## src/rtl/cora16_spi_pkg.sv

```systemverilog
// Shared constants, state encoding and frame builder for the cora16 SPI RAM arbiter.
package cora16_spi_pkg;

    localparam logic [7:0] CMD_READ   = 8'h03;
    localparam logic [7:0] CMD_WRITE  = 8'h02;
    localparam int         FRAME_BITS = 48;
    localparam int         DATA_BITS  = 16;

    typedef enum logic [2:0] {
        ST_IDLE,
        ST_GRANT,
        ST_SETUP,
        ST_SHIFT,
        ST_DONE
    } spi_arb_state_t;

    typedef enum logic {
        PORT_FETCH = 1'b0,
        PORT_DATA  = 1'b1
    } spi_port_t;

    // One frame: command, zero high address byte, 16-bit address, data word.
    // Reads send zeros in the data field.
    function automatic logic [FRAME_BITS-1:0] build_frame(
        input logic        we,
        input logic [15:0] addr,
        input logic [15:0] wdata
    );
        return {(we ? CMD_WRITE : CMD_READ), 8'h00, addr, (we ? wdata : 16'h0000)};
    endfunction

endpackage

```

## src/rtl/spi_mem_arbiter_if.sv

```systemverilog
// CPU-side bus of the SPI RAM arbiter: instruction-fetch port and data port.
interface spi_mem_arbiter_if;

    logic        if_req;
    logic [15:0] if_addr;
    logic        if_ack;
    logic [15:0] if_rdata;

    logic        d_req;
    logic        d_we;
    logic [15:0] d_addr;
    logic [15:0] d_wdata;
    logic        d_ack;
    logic [15:0] d_rdata;

    modport master (
        output if_req, if_addr, d_req, d_we, d_addr, d_wdata,
        input  if_ack, if_rdata, d_ack, d_rdata
    );

    modport slave (
        input  if_req, if_addr, d_req, d_we, d_addr, d_wdata,
        output if_ack, if_rdata, d_ack, d_rdata
    );

endinterface

```

## src/rtl/spi_frame_shifter.sv

```systemverilog
// Serialises one 48-bit frame in SPI mode 0 (setup phase, then 48 low/high bit periods)
// and collects the last 16 bits sampled from MISO.
module spi_frame_shifter
    import cora16_spi_pkg::*;
#(
    parameter int CLK_DIV = 1
) (
    input  logic                  clk,
    input  logic                  rst_n,
    input  logic                  start,
    input  logic [FRAME_BITS-1:0] frame,
    input  logic                  spi_miso,
    output logic                  setup_done,
    output logic                  done,
    output logic [DATA_BITS-1:0]  rx,
    output logic                  spi_clk,
    output logic                  spi_mosi
);

    localparam int DIV_W = (CLK_DIV > 1) ? $clog2(CLK_DIV) : 1;
    localparam logic [DIV_W-1:0] DIV_LAST = DIV_W'(CLK_DIV - 1);
    localparam logic [5:0]       BIT_LAST = 6'(FRAME_BITS - 1);

    logic                  running;
    logic                  in_setup;
    logic [DIV_W-1:0]      div_cnt;
    logic [5:0]            bit_cnt;
    logic [FRAME_BITS-1:0] tx;

    logic div_end;
    logic rise_now;
    logic fall_now;

    assign div_end    = (div_cnt == DIV_LAST);
    assign setup_done = running && in_setup && div_end;
    assign rise_now   = running && !in_setup && !spi_clk && div_end;
    assign fall_now   = running && !in_setup && spi_clk && div_end;
    assign done       = fall_now && (bit_cnt == BIT_LAST);

    // MOSI always shows the head of the tx register while a frame is running, zero otherwise.
    assign spi_mosi = running && tx[FRAME_BITS-1];

    // Divider, bit counter and SPI clock phase sequencing.
    always_ff @(posedge clk) begin
        if (!rst_n) begin
            running  <= 1'b0;
            in_setup <= 1'b0;
            spi_clk  <= 1'b0;
            div_cnt  <= '0;
            bit_cnt  <= '0;
        end else if (start) begin
            running  <= 1'b1;
            in_setup <= 1'b1;
            spi_clk  <= 1'b0;
            div_cnt  <= '0;
            bit_cnt  <= '0;
        end else if (running) begin
            div_cnt <= div_end ? '0 : div_cnt + 1'b1;
            if (div_end) begin
                if (in_setup) begin
                    in_setup <= 1'b0;
                end else if (!spi_clk) begin
                    spi_clk <= 1'b1;
                end else begin
                    spi_clk <= 1'b0;
                    if (bit_cnt == BIT_LAST) begin
                        running <= 1'b0;
                    end else begin
                        bit_cnt <= bit_cnt + 1'b1;
                    end
                end
            end
        end
    end

    // Shift data: tx advances on the falling SPI edge, rx captures MISO on the rising edge.
    always_ff @(posedge clk) begin
        if (start) begin
            tx <= frame;
        end else if (fall_now) begin
            tx <= {tx[FRAME_BITS-2:0], 1'b0};
        end
        if (rise_now) begin
            rx <= {rx[DATA_BITS-2:0], spi_miso};
        end
    end

endmodule

```

## src/rtl/spi_mem_arbiter.sv

```systemverilog
// Round-robin arbiter between the cora16 fetch and data ports for the single SPI RAM;
// each granted request becomes one read or write frame.
module spi_mem_arbiter
    import cora16_spi_pkg::*;
#(
    parameter int CLK_DIV = 1
) (
    input  logic               clk,
    input  logic               rst_n,
    spi_mem_arbiter_if.slave   bus,
    output logic               busy,
    output logic               spi_select,
    output logic               spi_clk,
    output logic               spi_mosi,
    input  logic               spi_miso
);

    spi_arb_state_t state;
    spi_arb_state_t state_next;
    spi_port_t      grant;
    spi_port_t      grant_next;
    spi_port_t      last;
    spi_port_t      winner;
    logic           granted_we;
    logic           live_we;
    logic           start;
    logic           setup_done;
    logic           done;
    logic [DATA_BITS-1:0]  rx;
    logic [FRAME_BITS-1:0] frame;

    // Only the data port can write; the fetch port always reads.
    assign live_we = (grant == PORT_DATA) && bus.d_we;
    assign frame   = build_frame(live_we,
                                 (grant == PORT_DATA) ? bus.d_addr : bus.if_addr,
                                 bus.d_wdata);

    spi_frame_shifter #(
        .CLK_DIV (CLK_DIV)
    ) u_shifter (
        .clk        (clk),
        .rst_n      (rst_n),
        .start      (start),
        .frame      (frame),
        .spi_miso   (spi_miso),
        .setup_done (setup_done),
        .done       (done),
        .rx         (rx),
        .spi_clk    (spi_clk),
        .spi_mosi   (spi_mosi)
    );

    // Round-robin pick: a lone requester wins, a tie goes to the port not served last.
    always_comb begin
        winner = PORT_FETCH;
        if (bus.if_req && bus.d_req) begin
            winner = (last == PORT_DATA) ? PORT_FETCH : PORT_DATA;
        end else if (bus.d_req) begin
            winner = PORT_DATA;
        end
    end

    // State, granted port, its write flag and the round-robin history.
    always_ff @(posedge clk) begin
        if (!rst_n) begin
            state      <= ST_IDLE;
            grant      <= PORT_FETCH;
            last       <= PORT_DATA;
            granted_we <= 1'b0;
        end else begin
            state <= state_next;
            grant <= grant_next;
            if (state == ST_GRANT) begin
                granted_we <= live_we;
            end
            if (state == ST_DONE) begin
                last <= grant;
            end
        end
    end

    // Next-state logic; requests are looked at only in IDLE.
    always_comb begin
        state_next = state;
        grant_next = grant;
        start      = 1'b0;
        case (state)
            ST_IDLE: begin
                if (bus.if_req || bus.d_req) begin
                    state_next = ST_GRANT;
                    grant_next = winner;
                end
            end
            ST_GRANT: begin
                start      = 1'b1;
                state_next = ST_SETUP;
            end
            ST_SETUP: begin
                if (setup_done) state_next = ST_SHIFT;
            end
            ST_SHIFT: begin
                if (done) state_next = ST_DONE;
            end
            ST_DONE: begin
                state_next = ST_IDLE;
            end
            default: begin
                state_next = ST_IDLE;
            end
        endcase
    end

    assign busy       = (state != ST_IDLE);
    assign spi_select = (state == ST_SETUP) || (state == ST_SHIFT);
    assign bus.if_ack = (state == ST_DONE) && (grant == PORT_FETCH);
    assign bus.d_ack  = (state == ST_DONE) && (grant == PORT_DATA);

    // Read data lands on the edge into DONE so it is valid alongside the ack.
    always_ff @(posedge clk) begin
        if (!rst_n) begin
            bus.if_rdata <= '0;
            bus.d_rdata  <= '0;
        end else if ((state == ST_SHIFT) && done && !granted_we) begin
            if (grant == PORT_FETCH) begin
                bus.if_rdata <= rx;
            end else begin
                bus.d_rdata <= rx;
            end
        end
    end

endmodule
```

## src/flat_wrapper.sv

```systemverilog
// flat-port wrapper written by rule: the top's interface ports become plain ports
module spi_mem_arbiter_flat import cora16_spi_pkg::*;
#(
    parameter int CLK_DIV = 1
)
  (clk, rst_n, busy, spi_select, spi_clk, spi_mosi, spi_miso, bus_if_req, bus_if_addr, bus_d_req, bus_d_we, bus_d_addr, bus_d_wdata, bus_if_ack, bus_if_rdata, bus_d_ack, bus_d_rdata);
  spi_mem_arbiter_if bus_i ();
  input  logic clk;
  input  logic rst_n;
  output logic busy;
  output logic spi_select;
  output logic spi_clk;
  output logic spi_mosi;
  input  logic spi_miso;
  input wire logic [$bits(bus_i.if_req)-1:0] bus_if_req;
  input wire logic [$bits(bus_i.if_addr)-1:0] bus_if_addr;
  input wire logic [$bits(bus_i.d_req)-1:0] bus_d_req;
  input wire logic [$bits(bus_i.d_we)-1:0] bus_d_we;
  input wire logic [$bits(bus_i.d_addr)-1:0] bus_d_addr;
  input wire logic [$bits(bus_i.d_wdata)-1:0] bus_d_wdata;
  output wire logic [$bits(bus_i.if_ack)-1:0] bus_if_ack;
  output wire logic [$bits(bus_i.if_rdata)-1:0] bus_if_rdata;
  output wire logic [$bits(bus_i.d_ack)-1:0] bus_d_ack;
  output wire logic [$bits(bus_i.d_rdata)-1:0] bus_d_rdata;
  assign bus_i.if_req = bus_if_req;
  assign bus_i.if_addr = bus_if_addr;
  assign bus_i.d_req = bus_d_req;
  assign bus_i.d_we = bus_d_we;
  assign bus_i.d_addr = bus_d_addr;
  assign bus_i.d_wdata = bus_d_wdata;
  assign bus_if_ack = bus_i.if_ack;
  assign bus_if_rdata = bus_i.if_rdata;
  assign bus_d_ack = bus_i.d_ack;
  assign bus_d_rdata = bus_i.d_rdata;
  spi_mem_arbiter #(.CLK_DIV(CLK_DIV)) u_core (.clk(clk), .rst_n(rst_n), .bus(bus_i), .busy(busy), .spi_select(spi_select), .spi_clk(spi_clk), .spi_mosi(spi_mosi), .spi_miso(spi_miso));
endmodule
```

## config.mk

```make
export PLATFORM = sky130hd
export DESIGN_NAME = spi_mem_arbiter_flat
export DESIGN_NICKNAME = d
export VERILOG_FILES = /design/src/rtl/cora16_spi_pkg.sv /design/src/rtl/spi_mem_arbiter_if.sv /design/src/rtl/spi_frame_shifter.sv /design/src/rtl/spi_mem_arbiter.sv /design/src/flat_wrapper.sv
export SDC_FILE = /design/constraint.sdc
export NUM_CORES = 1
export LEC_CHECK = 0
export CORE_MARGIN = 2
export CORE_UTILIZATION = 45
export CTS_CLUSTER_DIAMETER = 30
export DETAILED_ROUTE_END_ITERATION = 10
export PLACE_DENSITY = 0.78
export SYNTH_ARGS = -nofsm -noshare
export SYNTH_HDL_FRONTEND = slang
export SYNTH_HIERARCHICAL = 1
export SYNTH_SLANG_ARGS = --single-unit
```

## constraint.sdc

```tcl
create_clock -name clk -period 3.53 [get_ports clk]
set_input_delay 0.353 -clock clk [delete_from_list [all_inputs] [get_ports clk]]
set_output_delay 0.353 -clock clk [all_outputs]
set_load 0.02 [all_outputs]
```

==> out/metrics.yaml <==
global_routing:
  track_usage_pct: 15.9
  grt_pass1_wl_mm: 14.3
  antenna_found_initial: 0
  grt_max_degree: 56
  grt_pass1_vias: 3047
  grt_overflow: 0
route:
  via_per_inst: 5.00
  wl_met1_mm: 3.85
  met3_length_um: 462
  via_count: 3036
  wirelength_mm: 8.72
  wl_met2_mm: 4.34
  drt_iter0_markers: 161
  maxUsedRoutingLayer: "met4"
  postRouteAntennaNets: 0
  first_pass_iters: 4
  route.detailed.drc: 0
  wire_per_inst_um: 14.4
worst_setup_path:
  cp-startpoint: "u_core/u_shifter/bit_cnt[0]"
  start_kind: "register"
  crit_family: "simple AND/OR/NAND/NOR gates"
  cp_num_buf_inv: 0
  cp_slowest_cell: "or3_1"
  crit_path_cell_trace: "ha_1, nand2_1, or3_4, nor2_1, nand4b_1, or3_1, mux2i_1"
  crit_path_end_kind: "register"
  cpPeakStageDelay_ns: 0.74
  path_max_fanout: 16
  cp.arrival_ns: 2.77
  critPathRequiredTime_ns: 3.74
  critPathKind: "register to register"
  r2r-start: "u_core/u_shifter/bit_cnt[0]"
power_and_ir_drop:
  leakage_nw: 2.27
  p_per_area_nw_per_um2: 440
  finalPower_w: 0.00266
  ir_drop_uv: 199
floorplan:
  die_area_um2: 11400
  rows: 37
  start_util_pct: 46.1
  core_area_um2: 10300
  die_h_um: 107
  pin_count: 92
  die_x_um: 107
timing:
  period_share_pct: 72.4
  slew-limit-headroom_pct: 37.9
  tns_ns: 0
  min_period_ns: 2.56
  final-setup-viol-count: 0
  final-max-slew-violation-count: 0
  skew_ns: 0.00745
  fmax_mhz: 391
  rsz0062_at_grt: "no"
  tightestPinTransition_ns: 0.932
  hold_violations: 0
worst_hold_path:
  holdCritStartpoint: "u_core/u_shifter/rx[5]"
  hp-class: "register to register"
logic_synthesis:
  netlist_area_um2: 4740
  synthCells: 365
  synth_area_leaders: "edfxtp_1, dfxtp_1, mux2_2"
  seq_area_frac_synth_pct: 60.4
  synth_top_area_cell: "edfxtp_1"
  async_flop_share_pct: 0
  ys.flop_type: "edfxtp_1"
  ys_ff_latch: 111
  yosysTopAreaCellShare_pct: 40.6
  yosysMostFrequentCell: "edfxtp_1"
  synth_cell_type_count: 38
  ys_warn_count: 6
  synth-edff-count: 64
  ys_top_cells_by_count: "edfxtp_1, mux2_2, nand2_1, dfxtp_1, mux2i_1"
  avgSynthCellArea_um2: 13.0
clock_network:
  cts_sinks: 111
  cts_hold_buf: 0
  postCtsSetupRepairBufs: 0
  clk_path_buf_depth: 2
  cts_resized: 0
  htreeDepth: 3
  cts_tree: "built"
  clk_pin_slew_ns: 0.10
  numCtsBuffers: 9
  clock_latency_ns: 0.36
  cts_root_buf: "clkbuf_8"
flow_run:
  cap_viol_max_count: 0
cells_and_area:
  drive_gt1_share_pct: 19.3
  n_antenna_cell: 0
  nNetsFinal: 521
  fill_cells: 838
  area_growth_syn_to_layout_pct: 27.3
  stdcell_count: 607
placement:
  io_buffers: 91
  post-dp-hpwl_mm: 6.04
  place.gp.congestion: 0.729
  placed_cells: 591
status:
  outcome: "completed"
-- layout by cell type, fill, tap and decap left out, types with 3 or more instances in the layout --
master and n:
a21oi_1 4, and2_1 3, and3_1 18, buf_4 7, clkbuf_8 9, clkdlybuf4s50_1 90, conb_1 15, dfxtp_1 47
edfxtp_1 64, mux2_2 63, mux2i_1 34, nand2_1 55, nand2b_1 3, nor2_1 13, nor2b_1 5, nor3_1 3
xnor2_1 3
-- final timing paths --
path	end	slack (ns)	cells after the start
worst max-delay path	u_core/bus.if_rdata[13]	0.97	7
worst min-delay path	u_core/u_shifter/rx[6]	0.46	0
worst max register to register	u_core/bus.if_rdata[13]	0.97	7
worst min register to register	u_core/u_shifter/rx[6]	0.46	0
-- power by group --
group	switching (W)	leakage [nW]	internal [W]
clock network	0.000412	0.110	0.000402
logic	0.000147	1.18	0.000180
registers	0.0000329	0.976	0.00148
total	0.000591	2.27	0.00206
-- registers in the layout (all words and copies together) (netlist names) --
register,count
u_core/bus.d_rdata,16
u_core/bus.if_rdata,16
u_core/grant,1
u_core/granted_we,1
u_core/last,1
u_core/state,3
u_core/u_shifter/bit_cnt,6
u_core/u_shifter/in_setup,1
u_core/u_shifter/running,1
u_core/u_shifter/rx,16
u_core/u_shifter/spi_clk,1
u_core/u_shifter/tx,48
-- logic make-up after synthesis --
family,synth area share [%]
AND/OR/NAND/NOR,12.1
flip-flops,60.4
multiplexers,22.2
buffers and inverters,2.64
AO/OA/AOI/OAI,1.69
XOR/XNOR,0.555
other,0.158
adder cells (fa/ha/maj),0.264
-- layout make-up --
type                    instances  area [um^2]  area share [%]
clock buffers                   9          124            2.05
inverters                       2         7.51           0.124
well taps                     136          170            2.82
flip-flops and latches        111         2860            47.5
repair buffers                 98          958            15.9
clock inverters                 7         96.3            1.60
multi-input cells             244         1810            30.0
-- per-stage QoR --
step / util [%] / area [um^2] / worst slack [ns] / hold slack [ns]
floorplan: - / 4790 / 0.763 / 0.426
global placement: 56.5 / 5810 / 1.11 / 0.435
detailed placement: 56.5 / 5810 / 0.992 / 0.434
CTS: 58.7 / 6030 / 0.964 / 0.461
global route: 58.7 / 6030 / 0.809 / 0.471
finish: 58.7 / 6030 / 0.973 / 0.460
-- metal layers --
layer | track usage [%] | up-vias
li1 | - | 1490
met3 | 3.47 | 7
met5 | 0 | -
met4 | 4.73 | 0
met1 | 20.0 | 1447
met2 | 27.6 | 92
Note: power is estimated with default switching activity, not from simulation.
